<file path="src/rtl/imm_narrower.sv">
// rtl/imm_narrower.sv - narrow a 32-bit value to a 16-bit immediate through a 2-entry elastic buffer
//
// Ports:
//   clk        rising-edge clock
//   reset_n    asynchronous active-low reset
//   in_valid   upstream holds a value
//   in_ready   block can accept this cycle (registered state only)
//   in_ext     32-bit value to narrow
//   in_signed  1 = signed range check/saturate, 0 = unsigned
//   in_sat     1 = saturate on overflow, 0 = wrap (truncate)
//   out_valid  head entry available
//   out_ready  downstream accepts the head entry
//   out_imm    narrowed 16-bit value of the head entry
//   out_fits   head entry was representable in the selected mode
//   clr_count  synchronous clear of ovf_count
//   ovf_count  saturating count of accepted values that did not fit

module imm_narrower #(
  parameter int DEPTH = 2,
  parameter int CNT_W = 16
) (
  input  logic             clk,
  input  logic             reset_n,
  input  logic             in_valid,
  output logic             in_ready,
  input  logic [31:0]      in_ext,
  input  logic             in_signed,
  input  logic             in_sat,
  output logic             out_valid,
  input  logic             out_ready,
  output logic [15:0]      out_imm,
  output logic             out_fits,
  input  logic             clr_count,
  output logic [CNT_W-1:0] ovf_count
);

  localparam logic [1:0] FULL = 2'(DEPTH);

  // Each entry is {fits, imm}.
  logic [16:0] mem0, mem1;
  logic        rd_ptr, wr_ptr;
  logic [1:0]  count;

  logic        accept, pop;
  logic        fits_s, fits_u, fits;
  logic [15:0] sat_val, imm_n;
  logic [16:0] head;

  assign in_ready  = (count != FULL);
  assign out_valid = (count != 2'd0);
  assign accept    = in_valid && in_ready;
  assign pop       = out_valid && out_ready;

  assign head     = rd_ptr ? mem1 : mem0;
  assign out_imm  = head[15:0];
  assign out_fits = head[16];

  // A signed 16-bit value needs bits 31..15 to all equal the sign bit.
  always_comb begin
    fits_s  = (&in_ext[31:15]) | ~(|in_ext[31:15]);
    fits_u  = ~(|in_ext[31:16]);
    fits    = in_signed ? fits_s : fits_u;
    sat_val = in_signed ? (in_ext[31] ? 16'h8000 : 16'h7FFF) : 16'hFFFF;
    imm_n   = in_ext[15:0];
    if (!fits && in_sat) begin
      imm_n = sat_val;
    end
  end

  always_ff @(posedge clk or negedge reset_n) begin
    if (!reset_n) begin
      mem0   <= 17'h0;
      mem1   <= 17'h0;
      rd_ptr <= 1'b0;
      wr_ptr <= 1'b0;
      count  <= 2'd0;
    end else begin
      if (accept) begin
        if (wr_ptr) begin
          mem1 <= {fits, imm_n};
        end else begin
          mem0 <= {fits, imm_n};
        end
        wr_ptr <= ~wr_ptr;
      end
      if (pop) begin
        rd_ptr <= ~rd_ptr;
      end
      case ({accept, pop})
        2'b10:   count <= count + 2'd1;
        2'b01:   count <= count - 2'd1;
        default: count <= count;
      endcase
    end
  end

  // Clear has priority over a same-cycle increment; the counter sticks at all-ones.
  always_ff @(posedge clk or negedge reset_n) begin
    if (!reset_n) begin
      ovf_count <= '0;
    end else if (clr_count) begin
      ovf_count <= '0;
    end else if (accept && !fits && !(&ovf_count)) begin
      ovf_count <= ovf_count + {{(CNT_W-1){1'b0}}, 1'b1};
    end
  end

endmodule
</file>
<file path="config.mk">
export PLATFORM = sky130hd
export DESIGN_NAME = imm_narrower
export DESIGN_NICKNAME = d
export VERILOG_FILES = /design/src/rtl/imm_narrower.sv
export SDC_FILE = /design/constraint.sdc
export NUM_CORES = 1
export LEC_CHECK = 0
export BUFFER_PORTS_ARGS = -buffer_cell sky130_fd_sc_hd__buf_4
export CAP_MARGIN = 20
export CORE_MARGIN = 2
export CORE_UTILIZATION = 40
export DETAILED_ROUTE_END_ITERATION = 16
export PLACE_DENSITY = 0.67
export SLEW_MARGIN = 20
export SYNTH_ARGS = -nofsm -noshare
export SYNTH_HDL_FRONTEND = slang
export SYNTH_SLANG_ARGS = --single-unit
</file>
<file path="constraint.sdc">
create_clock -name clk -period 2.85 [get_ports clk]
set_input_delay 0.1425 -clock clk [delete_from_list [all_inputs] [get_ports clk]]
set_output_delay 0.1425 -clock clk [all_outputs]
set_load 0.01 [all_outputs]
</file>
==> impl_metrics.csv <==
group,metric,value,unit
hold_path,hold_path_depth,3,
logic_synthesis,syn-num-nets,336,
logic_synthesis,yosysWarnings,0,
power,ir_drop,0.0002620,V
logic_synthesis,ys_seq_area_frac,0.4764,
floorplanning,io_pins,74,
clocking,ctsRootBufferMaster,"clkbuf_8",
logic_synthesis,ys_top_cells_by_count,"dfrtp_1 (54), nand2_1 (44), mux2_2 (27), o21ai_1 (20), a21oi_1 (18)",
logic_synthesis,avgSynthCellArea,9.615,um^2
logic_synthesis,yosysTopAreaCell,"dfrtp_1",
route,vias,2476,
layout,drive_above_1_share,0.3315,
placed_design,port_buffers,73,
hold_path,min_path_type,"input pin to flop",
power,swShare,0.3428,
timing,finalSetupViolCount,0,
layout,design_area,3568,um^2
logic_synthesis,synth_cell_type_count,39,
setup_path,cp_top_family,"simple AND/OR/NAND/NOR gates",
power,p_clk_frac,0.185,
setup_path,setup.worst_path.class,"flop to flop",
status,status,"complete, no violations",
global_route,grt_pass1_vias,2489,
timing,fin_setup_tns,0,ns
logic_synthesis,synth-simple-area-share,0.2144,
setup_path,r2r.worst_path.cells,6,
logic_synthesis,syn_area,2836,um^2
logic_synthesis,synth_compound_area_frac,0.1376,
layout,final_cells,458,
placed_design,dpl.hpwl,4784,um
setup_path,cp.buffers_inverters,0,
setup_path,path_cells,"ha_1 -> and3_1 -> and2_1 -> a31o_2 -> nor4_1 -> mux2_2",
floorplanning,rows,30,
power,p_per_area,828.5,nW/um^2
floorplanning,die_y,88.21,um
layout,area_growth_syn_to_layout,25.80,%
clocking,numCtsBuffers,5,
setup_path,path_depth,6,
floorplanning,die_area,7781,um^2
floorplanning,core,6832,um^2
power,internal-power,1943,uW
clocking,cts_buffer_depth,2,
timing,rsz0062_at_grt,"no",
placed_design,post_dp_cell_area,3437,um^2
setup_path,endpoint_kind,"flop",
global_route,grtUsageTotal,0.1916,
timing,worst_slew_pin_slew,0.8032,ns
flow_run,cap_viol_max_count,0,
layout,diodes,0,
logic_synthesis,ys.flop_type,"dfrtp_1",
placed_design,place.gp.congestion,0.7793,
layout,multiInputGateArea,1384,um^2
setup_path,cpMaxStageDelayCell,"dfrtp_1",
power,leakagePower,0.001644,uW
global_route,antenna_found_initial,0,
setup_path,slowest_delay,0.42,ns
logic_synthesis,synth_edf_count,0,
floorplanning,die_width,88.21,um
logic_synthesis,synthMuxAreaShare,0.1147,
logic_synthesis,synth_xor_area_frac,0.01235,
setup_path,crit_fanout,10,
timing,timing.fmax,443.4,MHz
route,drc,0,
setup_path,cp-start-kind,"flop",
logic_synthesis,netlist_top_cells_area,"dfrtp_1 (48%), mux2_2 (11%), nand2_1 (5.8%)",
timing,slew_headroom,0.4645,
timing,slew_violations,0,
route,ant_nets,0,
route,drt_wl_total,7034,um
floorplanning,start_util,0.4152,
clocking,cts_sinks,54,
logic_synthesis,ys_seq_elements,54,
layout,ff_latch_area,1351,um^2
logic_synthesis,async_reset_ff_frac,1.000,
power,pwr-share-seq,0.412,
global_route,globalRoute.totalOverflow,0,
timing,fin_skew,0.009253,ns
route,firstDrtPassIters,6,
route,via_per_inst,5.406,
timing,hold_viol,0,
logic_synthesis,yosys.area_share.adder,0.008822,
placed_design,dp.cells,449,
power,total_power,2957,uW
power,power_switching,1014,uW
global_route,grt_max_degree,55,
layout,nFillCells,654,
power,pwr-share-comb,0.402,
timing,min_period,2.256,ns
timing,min_period_over_period,0.7914,
setup_path,cp.required,3.06,ns
clocking,cts_tree,"built",
logic_synthesis,yosysMostFrequentCell,"dfrtp_1",
clocking,clk_pin_slew,0.10,ns
logic_synthesis,syn_inst,295,
clocking,cts_max_level,2,
clocking,clk_latency,0.31,ns
logic_synthesis,synth_top_family_by_area,"simple AND/OR/NAND/NOR gates",
route,first_iter_violations,182,
logic_synthesis,synth_top_area_frac,0.4764,
setup_path,crit_arrival,2.46,ns
route,drt-wirelength-per-cell,15.36,um
global_route,grt_first_pass_wirelength,11670,um
layout,layout.nets,402,
clocking,cts_resized,0,
-- routing by layer --
layer	global-route usage	share of wire	vias up
met3	0.03825	0.044	7
met2	0.3185	0.50	63
met1	0.2506	0.45	1211
met4	0.06749	0.011	0
met5	0	0	-
li1	-	-	1195
-- cells in the final DEF, fill, tap and decap left out, types with 3 or more instances in the layout --
| master | synthesis | final |
|---|---|---|
| buf_4 | 0 | 77 |
| dfrtp_1 | 54 | 54 |
| nand2_1 | 44 | 44 |
| mux2_2 | 27 | 27 |
| o21ai_1 | 20 | 20 |
| a21oi_1 | 18 | 18 |
| nor2_1 | 15 | 15 |
| o21ai_0 | 14 | 14 |
| nor2b_1 | 12 | 12 |
| nor4_1 | 11 | 11 |
| nand4_1 | 10 | 10 |
| nand3_1 | 6 | 6 |
| clkbuf_8 | 0 | 6 |
| or4_1 | 5 | 5 |
| and3_1 | 5 | 5 |
| o31ai_1 | 5 | 5 |
| nand2b_1 | 3 | 3 |
-- registers in the layout, summed over array words and instances, names as in the netlist --
register   cells
wr_ptr         1
rd_ptr         1
count          2
mem1          17
mem0          17
ovf_count     16
-- metrics by stage --
| step | utilization | worst slack (ns) | hold WS, ns |
|---|---|---|---|
| 6_report | 0.5223 | 0.5945 | 0.07294 |
| 5_1_grt | 0.5223 | 0.4624 | 0.08183 |
| 4_1_cts | 0.5223 | 0.6122 | 0.07333 |
| 3_5_place_dp | 0.5031 | 0.5741 | 0.2366 |
| 3_3_place_gp | 0.5031 | 0.5925 | 0.2321 |
| 2_1_floorplan | - | 0.5771 | -0.1531 |
-- worst reg2reg max path, delay by kind of cell (launching register included) --
kind / cells / cell delay (ns)
simple gates: 3 / 0.76
flops: 1 / 0.42
fa+ha+maj: 1 / 0.26
compound gates: 1 / 0.34
mux: 1 / 0.38
-- final timing paths --
| kind | startpoint | endpoint | slack [ns] |
|---|---|---|---|
| setup / recovery | ovf_count[0] | ovf_count[15] | 0.59 |
| hold / removal | in_ext[5] | mem0[5] | 0.07 |
| setup reg to reg | ovf_count[0] | ovf_count[15] | 0.59 |
| hold reg to reg | mem0[16] | mem0[16] | 0.49 |
| max in group asynchronous | reset_n | ovf_count[13] | 1.97 |
| min in group asynchronous | reset_n | count[1] | 0.41 |
-- area by class of cell --
type                    instances  area share
clock buffers                   6     0.02314
clock inverters                 2     0.01087
multi-input cells             221      0.3878
flip-flops and latches         54      0.3787
repair buffers                 78      0.1648
inverters                       1    0.001052
well taps                      96     0.03366
-- cell families (layout without fill, tap and decap cells) --
family,Yosys count,after routing
buffers and inverters,20,87
DFF,54,54
and+or+nand+nor,119,119
xor gates and xnor gates,4,4
muxes,29,29
AOI/OAI and AO/OA,67,67
adders and majority gates,2,2
-- power groups by stage --
stage,clock [uW],combinational (uW),sequential (uW)
floorplan,0,778,1150
global placement,0,1170,1220
detailed placement,0,1190,1240
CTS,565,1200,1220
global route,593,1320,1260
finish,548,1190,1220
-- repair_timing --
| action | 4_1_cts | 5_1_grt |
|---|---|---|
| hold buffers | 1 | 0 |
| buffers inserted | 0 | 0 |
| endpoints found under the hold margin | 54 | 0 |
(Power assumes the default switching activity.)
